File: src/rtl/arc4_pkg.sv
// Shared ARC4 types and constants for the init, KSA and PRGA stages.
package arc4_pkg;

    localparam int unsigned BYTE_W               = 8;
    localparam int unsigned PRGA_CYCLES_PER_BYTE = 6;

    typedef logic [BYTE_W-1:0] byte_t;

    typedef enum logic [3:0] {
        IDLE,
        START,
        LEN,
        RD_SI,
        RD_SJ,
        WR_SI,
        WR_SJ,
        RD_PAD,
        WR_PT
    } prga_state_t;

endpackage

File: src/rtl/arc4_prga_if.sv
// en/rdy handshake plus the S, CT and PT memory ports of the PRGA stage.
interface arc4_prga_if;
    import arc4_pkg::*;

    logic  en;
    logic  rdy;
    byte_t s_addr;
    byte_t s_rddata;
    byte_t s_wrdata;
    logic  s_wren;
    byte_t ct_addr;
    byte_t ct_rddata;
    byte_t pt_addr;
    byte_t pt_wrdata;
    logic  pt_wren;

    // PRGA side: drives the memory buses and rdy.
    modport master (
        input  en,
        input  s_rddata,
        input  ct_rddata,
        output rdy,
        output s_addr,
        output s_wrdata,
        output s_wren,
        output ct_addr,
        output pt_addr,
        output pt_wrdata,
        output pt_wren
    );

    // Controller / memory side.
    modport slave (
        output en,
        output s_rddata,
        output ct_rddata,
        input  rdy,
        input  s_addr,
        input  s_wrdata,
        input  s_wren,
        input  ct_addr,
        input  pt_addr,
        input  pt_wrdata,
        input  pt_wren
    );

endinterface

File: src/rtl/arc4_prga.sv
// ARC4 PRGA: walks S, XORs keystream with a length-prefixed ciphertext, writes plaintext.
module arc4_prga
    import arc4_pkg::*;
(
    input  logic        clk,
    input  logic        rst,
    arc4_prga_if.master bus
);

    prga_state_t state, state_nxt;
    byte_t       i, i_nxt;
    byte_t       j, j_nxt;
    byte_t       k, k_nxt;
    byte_t       len, len_nxt;
    byte_t       si, si_nxt;
    byte_t       sj, sj_nxt;

    byte_t       jn_c;
    logic        rdy_c;
    byte_t       s_addr_c;
    byte_t       s_wrdata_c;
    logic        s_wren_c;
    byte_t       ct_addr_c;
    byte_t       pt_addr_c;
    byte_t       pt_wrdata_c;
    logic        pt_wren_c;

    // State and datapath registers.
    always_ff @(posedge clk) begin
        if (rst) begin
            state <= IDLE;
            i     <= '0;
            j     <= '0;
            k     <= '0;
            len   <= '0;
            si    <= '0;
            sj    <= '0;
        end else begin
            state <= state_nxt;
            i     <= i_nxt;
            j     <= j_nxt;
            k     <= k_nxt;
            len   <= len_nxt;
            si    <= si_nxt;
            sj    <= sj_nxt;
        end
    end

    // Next state, datapath updates and memory strobes.
    always_comb begin
        state_nxt   = state;
        i_nxt       = i;
        j_nxt       = j;
        k_nxt       = k;
        len_nxt     = len;
        si_nxt      = si;
        sj_nxt      = sj;
        jn_c        = byte_t'(j + bus.s_rddata);
        rdy_c       = 1'b0;
        s_addr_c    = '0;
        s_wrdata_c  = '0;
        s_wren_c    = 1'b0;
        ct_addr_c   = '0;
        pt_addr_c   = '0;
        pt_wrdata_c = '0;
        pt_wren_c   = 1'b0;

        case (state)
            IDLE: begin
                rdy_c = 1'b1;
                if (bus.en) begin
                    i_nxt     = '0;
                    j_nxt     = '0;
                    k_nxt     = byte_t'(1);
                    state_nxt = START;
                end
            end
            START: begin
                ct_addr_c = '0;
                state_nxt = LEN;
            end
            LEN: begin
                len_nxt     = bus.ct_rddata;
                pt_addr_c   = '0;
                pt_wrdata_c = bus.ct_rddata;
                pt_wren_c   = 1'b1;
                i_nxt       = byte_t'(1);
                state_nxt   = (bus.ct_rddata == '0) ? IDLE : RD_SI;
            end
            RD_SI: begin
                s_addr_c  = i;
                ct_addr_c = k;
                state_nxt = RD_SJ;
            end
            RD_SJ: begin
                ct_addr_c = k;
                si_nxt    = bus.s_rddata;
                s_addr_c  = jn_c;
                j_nxt     = jn_c;
                state_nxt = WR_SI;
            end
            WR_SI: begin
                ct_addr_c  = k;
                sj_nxt     = bus.s_rddata;
                s_addr_c   = i;
                s_wrdata_c = bus.s_rddata;
                s_wren_c   = 1'b1;
                state_nxt  = WR_SJ;
            end
            WR_SJ: begin
                // With i == j this rewrites the value just stored, so the swap stays correct.
                ct_addr_c  = k;
                s_addr_c   = j;
                s_wrdata_c = si;
                s_wren_c   = 1'b1;
                state_nxt  = RD_PAD;
            end
            RD_PAD: begin
                ct_addr_c = k;
                s_addr_c  = byte_t'(si + sj);
                state_nxt = WR_PT;
            end
            WR_PT: begin
                ct_addr_c   = k;
                pt_addr_c   = k;
                pt_wrdata_c = bus.s_rddata ^ bus.ct_rddata;
                pt_wren_c   = 1'b1;
                if (k == len) begin
                    state_nxt = IDLE;
                end else begin
                    k_nxt     = byte_t'(k + 8'd1);
                    i_nxt     = byte_t'(i + 8'd1);
                    state_nxt = RD_SI;
                end
            end
            default: begin
                state_nxt = IDLE;
            end
        endcase
    end

    // Strobes are masked while rst is high so an interrupted byte leaves no partial write.
    assign bus.rdy       = rdy_c;
    assign bus.s_addr    = s_addr_c;
    assign bus.s_wrdata  = s_wrdata_c;
    assign bus.s_wren    = s_wren_c & ~rst;
    assign bus.ct_addr   = ct_addr_c;
    assign bus.pt_addr   = pt_addr_c;
    assign bus.pt_wrdata = pt_wrdata_c;
    assign bus.pt_wren   = pt_wren_c & ~rst;

endmodule

File: src/flat_wrapper.sv
// flat-port wrapper written by rule: the top's interface ports become plain ports
module arc4_prga_flat import arc4_pkg::*;
  (clk, rst, bus_en, bus_s_rddata, bus_ct_rddata, bus_rdy, bus_s_addr, bus_s_wrdata, bus_s_wren, bus_ct_addr, bus_pt_addr, bus_pt_wrdata, bus_pt_wren);
  arc4_prga_if bus_i ();
  input  logic clk;
  input  logic rst;
  input wire logic [$bits(bus_i.en)-1:0] bus_en;
  input wire logic [$bits(bus_i.s_rddata)-1:0] bus_s_rddata;
  input wire logic [$bits(bus_i.ct_rddata)-1:0] bus_ct_rddata;
  output wire logic [$bits(bus_i.rdy)-1:0] bus_rdy;
  output wire logic [$bits(bus_i.s_addr)-1:0] bus_s_addr;
  output wire logic [$bits(bus_i.s_wrdata)-1:0] bus_s_wrdata;
  output wire logic [$bits(bus_i.s_wren)-1:0] bus_s_wren;
  output wire logic [$bits(bus_i.ct_addr)-1:0] bus_ct_addr;
  output wire logic [$bits(bus_i.pt_addr)-1:0] bus_pt_addr;
  output wire logic [$bits(bus_i.pt_wrdata)-1:0] bus_pt_wrdata;
  output wire logic [$bits(bus_i.pt_wren)-1:0] bus_pt_wren;
  assign bus_i.en = bus_en;
  assign bus_i.s_rddata = bus_s_rddata;
  assign bus_i.ct_rddata = bus_ct_rddata;
  assign bus_rdy = bus_i.rdy;
  assign bus_s_addr = bus_i.s_addr;
  assign bus_s_wrdata = bus_i.s_wrdata;
  assign bus_s_wren = bus_i.s_wren;
  assign bus_ct_addr = bus_i.ct_addr;
  assign bus_pt_addr = bus_i.pt_addr;
  assign bus_pt_wrdata = bus_i.pt_wrdata;
  assign bus_pt_wren = bus_i.pt_wren;
  arc4_prga u_core (.clk(clk), .rst(rst), .bus(bus_i));
endmodule
File: config.mk
export PLATFORM = sky130hd
export DESIGN_NAME = arc4_prga_flat
export DESIGN_NICKNAME = d
export VERILOG_FILES = /design/src/rtl/arc4_pkg.sv /design/src/rtl/arc4_prga_if.sv /design/src/rtl/arc4_prga.sv /design/src/flat_wrapper.sv
export SDC_FILE = /design/constraint.sdc
export NUM_CORES = 1
export LEC_CHECK = 0
export ABC_AREA = 1
export CORE_AREA = 5 5 103 105
export DETAILED_ROUTE_END_ITERATION = 12
export DIE_AREA = 0 0 108 110
export PLACE_DENSITY = 0.65
export SLEW_MARGIN = 20
export SYNTH_ARGS = -nofsm -noshare
export SYNTH_HDL_FRONTEND = slang
export SYNTH_SLANG_ARGS = --single-unit
File: constraint.sdc
create_clock -name clk -period 1.8 [get_ports clk]
set_input_delay 0.36 -clock clk [delete_from_list [all_inputs] [get_ports clk]]
set_output_delay 0.36 -clock clk [all_outputs]
set_load 0.05 [all_outputs]
==> impl_metrics.tcl, run 1 <==
set metrics [dict create \
    avgSynthCellArea_um2 6.382 \
    cts-root-buf "clkbuf_8" \
    route.detailed.drc 0 \
    routed-via-count 4581 \
    p_per_area_mw_per_mm2 739.0 \
    grt_pass1_wl_um 22490 \
    status "finished, violations left" \
    crit_path_end "bus_s_addr[4]" \
    total_leakage_power_nw 2.938 \
    avgViaCountPerCell 5.272 \
    multi_input_area_mm2 0.003115 \
    cpMaxStageDelayCell "fa_2" \
    numPortBuffers 61 \
    crit_required_ps 1440 \
    cts_buffers 5 \
    boundaryPins 62 \
    initial_core_util 0.3770 \
    slew_violations 0 \
    critPathLaunchType "flip-flop" \
    r2r_end "u_core.k[4]$_SDFFE_PP0P_" \
    syn-instance-count 564 \
    worst_slack_ps -552.1 \
    grt-ovfl-total 0 \
    ys_ff_latch 52 \
    cts_tree "done" \
    totalWireLength_um 15050 \
    violations "setup timing" \
    clock_latency_ps 320 \
    rsz0062_at_grt "yes" \
    dpl_cell_area_mm2 0.005477 \
    relSlewSlack 0.7180 \
    fin_skew_ps 11.20 \
    crit_chain "ha_4 -> fa_2 -> nand2_2 -> a21oi_2 -> o21ai_1 -> nand3b_1 -> o211ai_1 -> clkbuf_16" \
    fin_tns_setup_ps -13110 \
    hpwl_um 9392 \
    dieArea_mm2 0.01188 \
    die_h_um 110 \
    max_stage_delay_ps 370 \
    ant_nets 0 \
    min_period_over_period 1.307 \
    worstReg2RegStart "u_core.state[2]$_SDFFE_PP0P_" \
    path_clk_slew_ps 110 \
    clock_sinks 52 \
    crit_start "u_core.j[0]$_SDFFE_PP0P_" \
    syn_area_mm2 0.003600 \
    syn_to_final_growth_pct 88.01 \
    num_rows 36 \
    min_from "u_core.len[5]$_SDFFE_PP0N_" \
    tightest_slew_ps 422.6 \
    ctsHoldBuffers 0 \
    ys_seq_area_frac 0.2892 \
    critical_path_peak_fanout 2 \
    synthDistinctLibCells 41 \
    fin_crit_ps 2352 \
    htreeDepth 2 \
    arrival_ps 1990 \
    die_w_um 108 \
    diodes 0 \
    clock_path_buffers 2 \
    path_class "reg2out" \
    drive_gt1_frac 0.4511 \
    hold_viol_final 0 \
    max_freq_mhz 425.2 \
    drt_pass1_iterations 5 \
    post_drt_wl_per_cell_um 17.32 \
    grt_usage 0.2388 \
    drt_iter0_drc 278 \
    regArea_mm2 0.001067 \
    reg2reg_slack_ps 20 \
    grt_max_degree 19 \
    ys_warn_count 0 \
    vdd_drop_max_uv 628.2 \
    antenna_found_initial 0 \
    drv_cap 0 \
    nFillCells 693 \
    grt_pass1_vias 4557 \
    synth_fp_nets 601 \
    fin_area_mm2 0.006768 \
    r2r_cells 11 \
    worst_setup_path_end_kind "output port" \
    setup_viol 42 \
    place_congestion 0.8848 \
    core_area_mm2 0.009549 \
    hp-class "reg2reg" \
    nets 772 \
]
-- power breakdown --
group | switching (W) | total (W) | internal, W | leakage [nW]
Clock | 0.000436 | 0.000752 | 0.000316 | 0.0488
Combinational | 0.00167 | 0.00280 | 0.00113 | 2.46
Sequential | 0.000169 | 0.00145 | 0.00128 | 0.429
Total | 0.00227 | 0.00500 | 0.00273 | 2.94
-- logic make-up (layout without fill, tap and decap cells) --
kind of cell,count (synthesis),in the layout,share of synthesized area
compound gates,93,93,0.1477
simple gates,310,310,0.3754
xor+xnor,12,12,0.02920
flops,52,52,0.2892
fa+ha+maj,18,18,0.06674
buf+inv,79,251,0.09176
-- how the worst min path moves through the flow --
stage	slack, ps	cells past startpoint	endpoint
floorplan	450	2	u_core.sj[4]$_SDFFE_PP0N_
global placement	460	2	u_core.sj[4]$_SDFFE_PP0N_
detailed placement	470	2	u_core.sj[4]$_SDFFE_PP0N_
CTS	480	2	u_core.len[7]$_SDFFE_PP0N_
global route	520	2	u_core.len[0]$_SDFFE_PP0N_
finish	500	2	u_core.len[5]$_SDFFE_PP0N_
-- per-stage QoR --
step           instances  setup slack [ps]  hold WS [ps]  total power [W]    util
3_5_place_dp         810            -762.3         467.3         0.003633  0.5735
5_1_grt              869            -634.1         524.4         0.005234  0.7087
6_report             869            -552.1         496.5         0.005001  0.7087
4_1_cts              845            -574.2         484.0         0.004684  0.6707
3_3_place_gp         810            -717.1         460.7         0.003596  0.5735
2_1_floorplan        564            -380.4         448.0         0.002811       -
-- critical path: cells and delay by family (launching register included) --
kind | cells | cell delay [ps]
compound gates | 3 | 340
flops | 1 | 350
fa+ha+maj | 2 | 530
buf+inv | 1 | 230
simple gates | 2 | 210
-- registers in the layout (all words and copies together), names as in the netlist --
name / count
u_core.i: 8
u_core.j: 8
u_core.k: 8
u_core.len: 8
u_core.si: 8
u_core.sj: 8
u_core.state: 4
-- layout make-up --
class | instances | share of cell area
clock buffer | 7 | 0.01276
clock inverter | 1 | 0.0009244
inverter | 63 | 0.03864
multi-input combinational | 433 | 0.4603
sequential | 52 | 0.1577
tap | 133 | 0.02459
timing repair buffer | 179 | 0.3038
timing repair inverter | 1 | 0.001294
-- cells in the mapped netlist (all sizes together) --
master	number	area, µm²
nand2	183	711.9
o211ai	2	15.01
dfxtp	52	1041
xor2	4	35.03
a211oi	1	7.510
nand4	8	50.05
or2	1	6.260
inv	62	232.7
a22oi	4	30.03
nor3b	1	7.510
a21oi	54	274.0
o21a	2	15.01
nand3	43	227.7
fa	2	40.04
clkinv	1	3.750
nand3b	4	30.03
o31ai	3	22.52
o21ai	21	120.1
clkbuf	8	32.53
nor2	65	281.5
o21bai	1	7.510
a31oi	1	6.260
buf	8	61.31
a21o	1	7.510
xnor2	8	70.07
nor3	5	36.29
ha	16	200.2
o2111ai	3	26.28
-- cell usage in the layout, fill, tap and decap left out, drive strengths merged, types with 2 or more instances in the layout --
cell and instances:
buf 159, o21ai 21, xor2 4, dlygate4sd2 8, nor3 5, o2111ai 3
inv 64, clkbuf 9, o211ai 2, o21a 2, dfxtp 52, nor2 65
nand2 183, a21oi 54, clkdlybuf4s50 10, nand3 43, a22oi 4, fa 2
o31ai 3, ha 16, nand3b 4, xnor2 8, nand4 8
-- repair_timing --
item | 4_1_cts | 5_1_grt
pin swaps | 33 | 36
resized for setup | 146 | 57
cloned | 3 | 0
setup buffers | 26 | 28
endpoints found under the setup margin | 43 | 59
endpoints found under the hold margin | 0 | 0
-- layer usage --
metal	track usage	up-vias	share of wire
met5	0	-	0
met4	0.08386	0	0.038
met3	0.03669	52	0.044
met2	0.4467	174	0.52
met1	0.2761	2183	0.39
li1	-	2172	-
(Power assumes the default switching activity.)
==> run 2, diff against run 1 <==
--- a/config.mk
+++ b/config.mk
@@ -9,7 +9,7 @@
 export CORE_AREA = 5 5 103 105
 export DETAILED_ROUTE_END_ITERATION = 12
 export DIE_AREA = 0 0 108 110
-export PLACE_DENSITY = 0.65
+export PLACE_DENSITY = 0.6
 export SLEW_MARGIN = 20
 export SYNTH_ARGS = -nofsm -noshare
 export SYNTH_HDL_FRONTEND = slang
==> run 2 against run 1 <==
The flow still finishes with violations (setup timing). Clock-buffer cell count decreased by 1. Sequential share of layout area hardly changed. Via count is 2.1% lower. Critical path depth is the same.
==> impl_metrics.tcl, run 2 (synthesized netlist as in run 1, its figures left out) <==
set metrics [dict create \
    hpwl_um 9434 \
    ctsHoldBuffers 0 \
    min_path_cells 2 \
    p_per_area_mw_per_mm2 778.3 \
    hold_viol_final 0 \
    r2r_end "u_core.j[6]$_SDFFE_PP0P_" \
    total_leakage_power_nw 2.963 \
    setup_viol 42 \
    syn_to_final_growth_pct 88.74 \
    critPathLaunchType "flip-flop" \
    avgViaCountPerCell 5.160 \
    numPortBuffers 61 \
    drt_pass1_iterations 5 \
    worst_setup_path_end_kind "output port" \
    ant_nets 0 \
    path_clk_slew_ps 110 \
    fin_crit_ps 2397 \
    htreeDepth 2 \
    status "finished, violations left" \
    totalWireLength_um 14180 \
    min_period_over_period 1.331 \
    drt_iter0_drc 199 \
    switching_share 0.4362 \
    drive_gt1_frac 0.4361 \
    diodes 0 \
    busiest_layer "met2" \
    use_met1 0.2788 \
    crit_required_ps 1440 \
    min_from "u_core.sj[6]$_SDFFE_PP0N_" \
    max_freq_mhz 417.3 \
    place_congestion 0.8638 \
    power.switching_w 0.002307 \
    dieArea_mm2 0.01188 \
    grt_pass1_vias 4393 \
    route.detailed.drc 0 \
    boundaryPins 62 \
    critical_path_peak_fanout 3 \
    relSlewSlack 0.7109 \
    grt-ovfl-total 0 \
    final_common_cell "nand2_1" \
    dp.cells 814 \
    final_cell_mix "nand2_1 (140), buf_4 (87), inv_1 (50), a21oi_1 (45)" \
    grt_use_met2 0.4085 \
    worst_slack_ps -596.5 \
    vdd_drop_max_uv 515.9 \
    grt.met3_usage 0.03203 \
    grt_usage 0.2293 \
    share_comb_of_total_power 0.558 \
    die_h_um 110 \
    seq_power_share 0.272 \
    initial_core_util 0.3770 \
    rsz0062_at_grt "yes" \
    grt_pass1_wl_um 21620 \
    slew_violations 0 \
    p_clk_frac 0.170 \
    hold_end "u_core.sj[6]$_SDFFE_PP0N_" \
    post_drt_wl_per_cell_um 16.32 \
    finish.utilization 0.7115 \
    die_w_um 108 \
    reg2reg_slack_ps 50 \
    nets 772 \
    dpl_cell_area_mm2 0.005519 \
    clock_path_buffers 2 \
    core_area_mm2 0.009549 \
    fin_area_mm2 0.006794 \
    fin_skew_ps 15.27 \
    fin_cells 869 \
    r2r_cells 9 \
    routed-via-count 4484 \
    antenna_found_initial 0 \
    tightest_slew_ps 433.2 \
    cts_tree "done" \
    hp-class "reg2reg" \
    cts_buffers 5 \
    arrival_ps 2040 \
    worstReg2RegStart "u_core.j[0]$_SDFFE_PP0P_" \
    violations "setup timing" \
    path_class "reg2out" \
    cts-root-buf "clkbuf_8" \
    clock_latency_ps 320 \
    p_int_w 0.002981 \
    grt_max_degree 19 \
    num_rows 36 \
    drv_cap 0 \
    clock_sinks 52 \
]
[run 2: how the worst max path moves through the flow]
stage	cells after the start	endpoint	slack, ps	startpoint
after global placement	9	bus_s_addr[4]	-710	bus_s_rddata[0]
after global routing	8	bus_s_addr[4]	-680	u_core.j[0]$_SDFFE_PP0P_
final	8	bus_s_addr[4]	-600	u_core.j[0]$_SDFFE_PP0P_
after floorplan	6	bus_s_addr[4]	-380	u_core.si[0]$_SDFFE_PP0P_
after detailed placement	9	bus_s_addr[4]	-740	bus_s_rddata[0]
after CTS	8	bus_s_addr[4]	-600	u_core.j[0]$_SDFFE_PP0P_
[run 2: worst max-delay path, cell delays in order (launching register included)]
cell	delay, ps
dfxtp_2	350
ha_4	170
fa_2	380
nand2_2	90
a21oi_2	70
o21ai_1	140
nand3b_1	130
o211ai_1	170
clkbuf_16	230
[run 2: layout make-up]
| cell class | instances | area, µm² |
|---|---|---|
| Sequential cell | 52 | 1070 |
| Inverter | 63 | 271.5 |
| Clock buffer | 6 | 82.58 |
| Fill cell | 710 | 2755 |
| Multi-Input combinational cell | 433 | 3120 |
| Tap cell | 133 | 166.4 |
| Clock inverter | 2 | 38.79 |
| Timing Repair inverter | 1 | 6.256 |
| Timing Repair Buffer | 179 | 2038 |
[run 2: repair_timing]
item / in CTS / in global routing
resized for setup: 161 / 40
hold endpoints to repair: 0 / 0
endpoints found under the setup margin: 42 / 59
setup buffers: 33 / 19
pin swaps: 42 / 30
cloned: 0 / 1
[run 2: through the flow]
stage	hold slack, ps	TNS [ps]	setup WS, ps	total power, W
detailed placement	464.1	-6155	-739.5	0.003671
global route	502.3	-13800	-679.3	0.005512
floorplan	448.0	-2110	-380.4	0.002811
CTS	478.7	-9696	-601.8	0.004859
finish	474.7	-10980	-596.5	0.005288
global placement	459.0	-5537	-713.2	0.003640
[run 2: power groups by stage]
stage	combinational [W]	clock (W)	sequential, W
detailed placement	0.00225	0	0.00142
global placement	0.00222	0	0.00142
CTS	0.00253	0.000907	0.00142
floorplan	0.00142	0	0.00139
global route	0.00311	0.000949	0.00145
finish	0.00295	0.000900	0.00144
[run 2: routing by layer]
layer / vias up / wire [µm]
li1: 2177 / -
met1: 2117 / 5823
met2: 156 / 7207
met3: 34 / 731
met4: 0 / 420
met5: - / 0
